===== src/rtl/demap_pkg.sv =====
// Shared demapper definitions: modulation encodings, frame-controller states
// and the LLR-count-per-mode helper.
package demap_pkg;

    typedef enum logic [2:0] {
        MODE_QPSK   = 3'd0,
        MODE_8PSK   = 3'd1,
        MODE_16APSK = 3'd2,
        MODE_32APSK = 3'd3,
        MODE_64APSK = 3'd4
    } mode_e;

    localparam logic [2:0] MODE_MAX = 3'd4;

    typedef enum logic [1:0] {
        ST_IDLE  = 2'd0,
        ST_RUN   = 2'd1,
        ST_DRAIN = 2'd2
    } state_e;

    // Number of LLRs the demapper produces per symbol in each mode.
    function automatic logic [2:0] bits_per_mode(input logic [2:0] mode);
        logic [2:0] nb;
        case (mode)
            MODE_QPSK:   nb = 3'd2;
            MODE_8PSK:   nb = 3'd3;
            MODE_16APSK: nb = 3'd4;
            MODE_32APSK: nb = 3'd5;
            MODE_64APSK: nb = 3'd6;
            default:     nb = 3'd2;
        endcase
        return nb;
    endfunction

endpackage


===== src/rtl/demap_frame_ctrl.sv =====
// Frame controller for the APSK demapper: accepts a frame config, issues len
// symbols, collects len LLR sets and guards the drain phase with a watchdog.
module demap_frame_ctrl
    import demap_pkg::*;
#(
    parameter int PIPE_LAT = 6,
    parameter int WD_CYC   = PIPE_LAT + 4
) (
    input  logic        clk,
    input  logic        rst_n,
    input  logic        cfg_valid,
    output logic        cfg_ready,
    input  logic [2:0]  cfg_mode,
    input  logic [11:0] cfg_len,
    input  logic        s_valid,
    output logic        s_ready,
    output logic        dm_en,
    output logic [2:0]  dm_mode,
    input  logic        dm_valid,
    output logic        o_llr_valid,
    output logic        o_llr_last,
    output logic [2:0]  o_nbits,
    output logic        busy,
    output logic        err_cfg,
    output logic        err_sync,
    output logic        err_timeout
);

    localparam logic [1:0] S_IDLE  = ST_IDLE;
    localparam logic [1:0] S_RUN   = ST_RUN;
    localparam logic [1:0] S_DRAIN = ST_DRAIN;

    localparam int              WD_W     = $clog2(WD_CYC + 1);
    localparam logic [WD_W-1:0] WD_LIMIT = WD_W'(WD_CYC);
    localparam logic [WD_W-1:0] WD_ONE   = WD_W'(1);
    localparam logic [WD_W-1:0] WD_ZERO  = WD_W'(0);

    logic [1:0]      state_q, state_d;
    logic [2:0]      mode_q, mode_d;
    logic [11:0]     len_q, len_d;
    logic [11:0]     issued_q, issued_d;
    logic [11:0]     recv_q, recv_d;
    logic [3:0]      inflight_q, inflight_d;
    logic [WD_W-1:0] wd_q, wd_d;
    logic            err_cfg_q, err_sync_q, err_to_q;

    logic in_idle_s, in_run_s, in_drain_s;
    logic cfg_bad_s, cfg_take_s;
    logic accept_s, spurious_s, last_s, wd_fire_s, frame_end_s;

    assign in_idle_s  = (state_q == S_IDLE);
    assign in_run_s   = (state_q == S_RUN);
    assign in_drain_s = (state_q == S_DRAIN);

    // Handshakes are held low while reset is asserted, whatever the state.
    assign cfg_ready = rst_n & in_idle_s;
    assign s_ready   = rst_n & in_run_s;
    assign dm_en     = s_valid & s_ready;

    assign cfg_bad_s  = cfg_valid & cfg_ready & ((cfg_mode > MODE_MAX) | (cfg_len == 12'd0));
    assign cfg_take_s = cfg_valid & cfg_ready & ~cfg_bad_s;

    // A result is only frame-owned if a symbol is actually outstanding.
    assign accept_s    = rst_n & dm_valid & (inflight_q != 4'd0);
    assign spurious_s  = dm_valid & (inflight_q == 4'd0);
    assign last_s      = accept_s & ((recv_q + 12'd1) == len_q);
    assign wd_fire_s   = in_drain_s & ~dm_valid & ((wd_q + WD_ONE) == WD_LIMIT);
    assign frame_end_s = last_s | wd_fire_s;

    assign o_llr_valid = accept_s;
    assign o_llr_last  = last_s;
    assign dm_mode     = mode_q;
    assign o_nbits     = bits_per_mode(mode_q);
    assign busy        = in_run_s | in_drain_s;
    assign err_cfg     = err_cfg_q;
    assign err_sync    = err_sync_q;
    assign err_timeout = err_to_q;

    // Next-state and counter update; frame completion or timeout wins over everything.
    always_comb begin
        state_d    = state_q;
        mode_d     = mode_q;
        len_d      = len_q;
        issued_d   = issued_q;
        recv_d     = recv_q;
        inflight_d = inflight_q;
        wd_d       = wd_q;
        if (frame_end_s) begin
            state_d    = S_IDLE;
            issued_d   = 12'd0;
            recv_d     = 12'd0;
            inflight_d = 4'd0;
            wd_d       = WD_ZERO;
        end else begin
            case (state_q)
                S_IDLE: begin
                    if (cfg_take_s) begin
                        state_d = S_RUN;
                        mode_d  = cfg_mode;
                        len_d   = cfg_len;
                    end else begin
                        state_d = S_IDLE;
                    end
                end
                S_RUN: begin
                    if (dm_en && ((issued_q + 12'd1) == len_q)) begin
                        state_d = S_DRAIN;
                    end else begin
                        state_d = S_RUN;
                    end
                end
                S_DRAIN: state_d = S_DRAIN;
                default: state_d = S_IDLE;
            endcase
            if (dm_en) begin
                issued_d = issued_q + 12'd1;
            end else begin
                issued_d = issued_q;
            end
            if (accept_s) begin
                recv_d = recv_q + 12'd1;
            end else begin
                recv_d = recv_q;
            end
            if (dm_en && !accept_s) begin
                inflight_d = inflight_q + 4'd1;
            end else if (!dm_en && accept_s) begin
                inflight_d = inflight_q - 4'd1;
            end else begin
                inflight_d = inflight_q;
            end
            // The watchdog only measures consecutive silent cycles inside DRAIN.
            if (in_drain_s && !dm_valid) begin
                wd_d = wd_q + WD_ONE;
            end else begin
                wd_d = WD_ZERO;
            end
        end
    end

    // State, counters and error pulse registers.
    always_ff @(posedge clk) begin
        if (!rst_n) begin
            state_q    <= S_IDLE;
            mode_q     <= 3'd0;
            len_q      <= 12'd0;
            issued_q   <= 12'd0;
            recv_q     <= 12'd0;
            inflight_q <= 4'd0;
            wd_q       <= WD_ZERO;
            err_cfg_q  <= 1'b0;
            err_sync_q <= 1'b0;
            err_to_q   <= 1'b0;
        end else begin
            state_q    <= state_d;
            mode_q     <= mode_d;
            len_q      <= len_d;
            issued_q   <= issued_d;
            recv_q     <= recv_d;
            inflight_q <= inflight_d;
            wd_q       <= wd_d;
            err_cfg_q  <= cfg_bad_s;
            err_sync_q <= spurious_s;
            err_to_q   <= wd_fire_s;
        end
    end

endmodule


===== config.mk =====
export PLATFORM = sky130hd
export DESIGN_NAME = demap_frame_ctrl
export DESIGN_NICKNAME = d
export VERILOG_FILES = /design/src/rtl/demap_pkg.sv /design/src/rtl/demap_frame_ctrl.sv
export SDC_FILE = /design/constraint.sdc
export NUM_CORES = 1
export LEC_CHECK = 0
export ABC_AREA = 1
export CORE_UTILIZATION = 50
export DETAILED_ROUTE_END_ITERATION = 8
export GPL_TIMING_DRIVEN = 1
export PLACE_DENSITY_LB_ADDON = 0.08
export SLEW_MARGIN = 20
export SYNTH_ARGS = -nofsm -noshare
export SYNTH_HDL_FRONTEND = slang
export SYNTH_SLANG_ARGS = --single-unit

===== constraint.sdc =====
create_clock -name clk -period 2.55 [get_ports clk]
set_clock_uncertainty 0.15 [all_clocks]
set_input_delay 0.255 -clock clk [delete_from_list [all_inputs] [get_ports clk]]
set_output_delay 0.255 -clock clk [all_outputs]
set_load 0.01 [all_outputs]

==> flow_metrics.tcl <==
set metrics [dict create \
    cts.sinks 52 \
    numCtsBuffers 5 \
    hpwlAfterDp_mm 5.973 \
    p_int_mw 1.384 \
    slowest_delay_ns 0.37 \
    grt_pass1_wl_mm 13.42 \
    nNetsFinal 603 \
    syn_nets 549 \
    ys.flop_type "dfxtp_1" \
    via_per_inst 5.106 \
    path_cells "buf_4 > inv_2 > nor2_4 > nand3_1 > xor2_2 > or2_2 > nand3_1 > nor3_2 > clkdlybuf4s15_2" \
    cts_root_buf "clkbuf_8" \
    p_seq_share_pct 46.1 \
    crit_type "reg2out" \
    synth_top_family_by_area "simple AND/OR/NAND/NOR gates" \
    reg2reg_depth 12 \
    drv_cap 0 \
    synth_edf_count 0 \
    first_pass_iters 5 \
    synth-simple-area-share_pct 40.68 \
    ctsHoldBuffers 0 \
    crit_top_cell "nand3_1" \
    synthAdderAreaFrac_pct 4.746 \
    grt_max_degree 29 \
    relSlewSlack_pct 70.39 \
    port_buffers 34 \
    clock_path_buffers 2 \
    die_area_sq_um 6974 \
    yosys-top-cells-area "dfxtp_1 (31%), nand2_1 (16%), nor2_1 (7.9%), inv_1 (7.8%), nand3_1 (5.9%)" \
    cp.required_ns 2.14 \
    h-tree-depth 2 \
    fillers 621 \
    fmax_ghz 0.4046 \
    syn_area_per_cell_sq_um 6.425 \
    max_slew.worst_pin.slew_ns 0.4424 \
    syn_area_sq_um 3322 \
    clkPwrFrac_pct 24.0 \
    syn_inst 517 \
    power_mw 2.091 \
    synth.most_common_cell "nand2_1" \
    drt_drc_violations_left 0 \
    cp_data_arrival_time_ns 2.07 \
    cts_tree "built" \
    final_max_slew_viol_count 0 \
    share_comb_of_total_power_pct 30.0 \
    synth-xor-area-share_pct 5.461 \
    multi_input_area_sq_um 2024 \
    cpMaxStageDelayCell "dfxtp_2" \
    wl_per_cell_microns 12.86 \
    rows 29 \
    drt_iter0_drc 158 \
    fin_ws_ns 0.07854 \
    synth_top_cell_by_area "dfxtp_1" \
    hold_violations 0 \
    synth_mux_area_share_pct 0.3013 \
    synth_common_cells "nand2_1 (146), nor2_1 (70), inv_1 (69)" \
    clk_latency_ns 0.31 \
    critPathLaunchType "register" \
    p_per_area_nw_per_um2 514.0 \
    drive_gt1_share_pct 12.24 \
    yosysSeqAreaShare_pct 31.34 \
    clk_pin_slew_ns 0.09 \
    p_leak_nw 1.800 \
    cp-end-kind "output port" \
    fin_crit_ns 2.471 \
    vdd_drop_max_mv 0.3155 \
    grt_use_total_pct 23.34 \
    regArea_sq_um 1052 \
    num_io_pins 35 \
    run_status "complete, no violations" \
    syn2layout_area_growth_pct 22.45 \
    p_switching_mw 0.7064 \
    dp_slack_ns -0.08296 \
    core_sq_um 6386 \
    gp_congestion 0.8615 \
    antenna_found_initial 0 \
    switching_share_pct 33.79 \
    hp-class "reg2reg" \
    ant_nets 0 \
    routed-via-count 3314 \
    report.final.setup_viol 0 \
    synth_top_cell_area_share_pct 31.34 \
    hold_depth 1 \
    wirelength_mm 8.346 \
    grt_overflow 0 \
    yosys_warnings 0 \
    synth_cell_types 33 \
    die_h_microns 83.51 \
    ys_ff_latch 52 \
    fp.dieW_microns 83.51 \
    tns_ns 0 \
    synth-compound-area-share_pct 5.989 \
    antenna_cells 0 \
    grt_pass1_vias 2961 \
    start_util_pct 52.02 \
    synthArstFlopShare_pct 0 \
    critPathMaxFanout 6 \
    post-route-period-util_pct 96.92 \
    hold_ws_ns 0.3252 \
]
-- worst max-delay path, delay by kind of cell, from the launching register on --
kind,cells,cell delay [ns]
and+or+nand+nor,5,0.72
buffers and inverters,3,0.45
DFF,1,0.37
xor gates and xnor gates,1,0.21
-- cell type report --
| type | count | area share [%] |
|---|---|---|
| well taps | 77 | 2.369 |
| inverters | 82 | 7.690 |
| flip-flops and latches | 52 | 25.87 |
| clock buffers | 8 | 2.215 |
| multi-input cells | 376 | 49.77 |
| repair buffers | 54 | 12.09 |
-- path summary, 6_finish.rpt --
| path | start | end | slack [ns] |
|---|---|---|---|
| hold reg to reg | wd_q[0]$_SDFF_PP0_ | wd_q[0]$_SDFF_PP0_ | 0.33 |
| hold / removal | wd_q[0]$_SDFF_PP0_ | wd_q[0]$_SDFF_PP0_ | 0.33 |
| setup / recovery | recv_q[0]$_SDFFE_PP0P_ | o_llr_last | 0.08 |
| setup reg to reg | issued_q[0]$_SDFFE_PP0P_ | state_q[0]$_SDFF_PP0_ | 0.22 |
-- logic make-up after synthesis --
kind of cell | Yosys count
and+or+nand+nor | 302
buffers and inverters | 93
DFF | 52
AOI/OAI and AO/OA | 38
xor gates and xnor gates | 19
adders and majority gates | 12
muxes | 1
-- registers in the layout, indices dropped and copies added, names as in the netlist --
register and cells:
issued_q 12, len_q 12, recv_q 12, inflight_q 4
wd_q 4, dm_mode 3, state_q 2, err_cfg 1
err_sync 1, err_timeout 1
-- cell usage in the layout, fill, tap and decap left out, types with 2 or more instances in the layout --
cell type / instances
nor3_1: 4
o21bai_1: 2
dfxtp_1: 45
nand3_1: 39
buf_4: 20
nor2_4: 2
xor2_2: 2
nand2_1: 145
inv_2: 5
clkdlybuf4s50_1: 33
clkbuf_8: 6
xnor2_1: 3
clkinv_1: 10
o21ai_0: 23
nor2_2: 5
nand4_2: 2
nor4_1: 3
ha_1: 9
nand3_4: 4
a21oi_1: 8
nand3_2: 3
nand4_1: 21
nand2_2: 2
xor2_1: 12
a21oi_2: 2
dfxtp_2: 6
nor2_1: 70
clkbuf_1: 2
inv_1: 66
-- stage by stage --
stage / util, % / std cells / instance area [sq um]
after floorplan: - / 517 / 3347
after global placement: 60.13 / 635 / 3840
after detailed placement: 60.13 / 635 / 3840
after CTS: 61.76 / 643 / 3944
after global routing: 63.70 / 649 / 4068
final: 63.70 / 649 / 4068
-- metal layers --
metal / track usage [%] / part of all wire, %
met1: 31.22 / 47
met2: 39.27 / 46
met3: 3.759 / 4.9
met4: 6.009 / 1.2
met5: 0 / 0
-- power by group through the flow --
stage | Clock [mW] | Sequential [mW] | Combinational (mW)
final | 0.501 | 0.963 | 0.627
after global routing | 0.547 | 0.972 | 0.711
after floorplan | 0 | 0.961 | 0.404
after detailed placement | 0 | 0.970 | 0.581
after global placement | 0 | 0.969 | 0.571
after CTS | 0.514 | 0.953 | 0.588
-- timing repair --
| item | 4_1_cts | 5_1_grt |
|---|---|---|
| setup endpoints to repair | 1 | 48 |
| resized for setup | 5 | 19 |
| cloned | 0 | 4 |
| pin swaps | 0 | 3 |
| buffers inserted | 0 | 2 |
(Power assumes the default switching activity.)
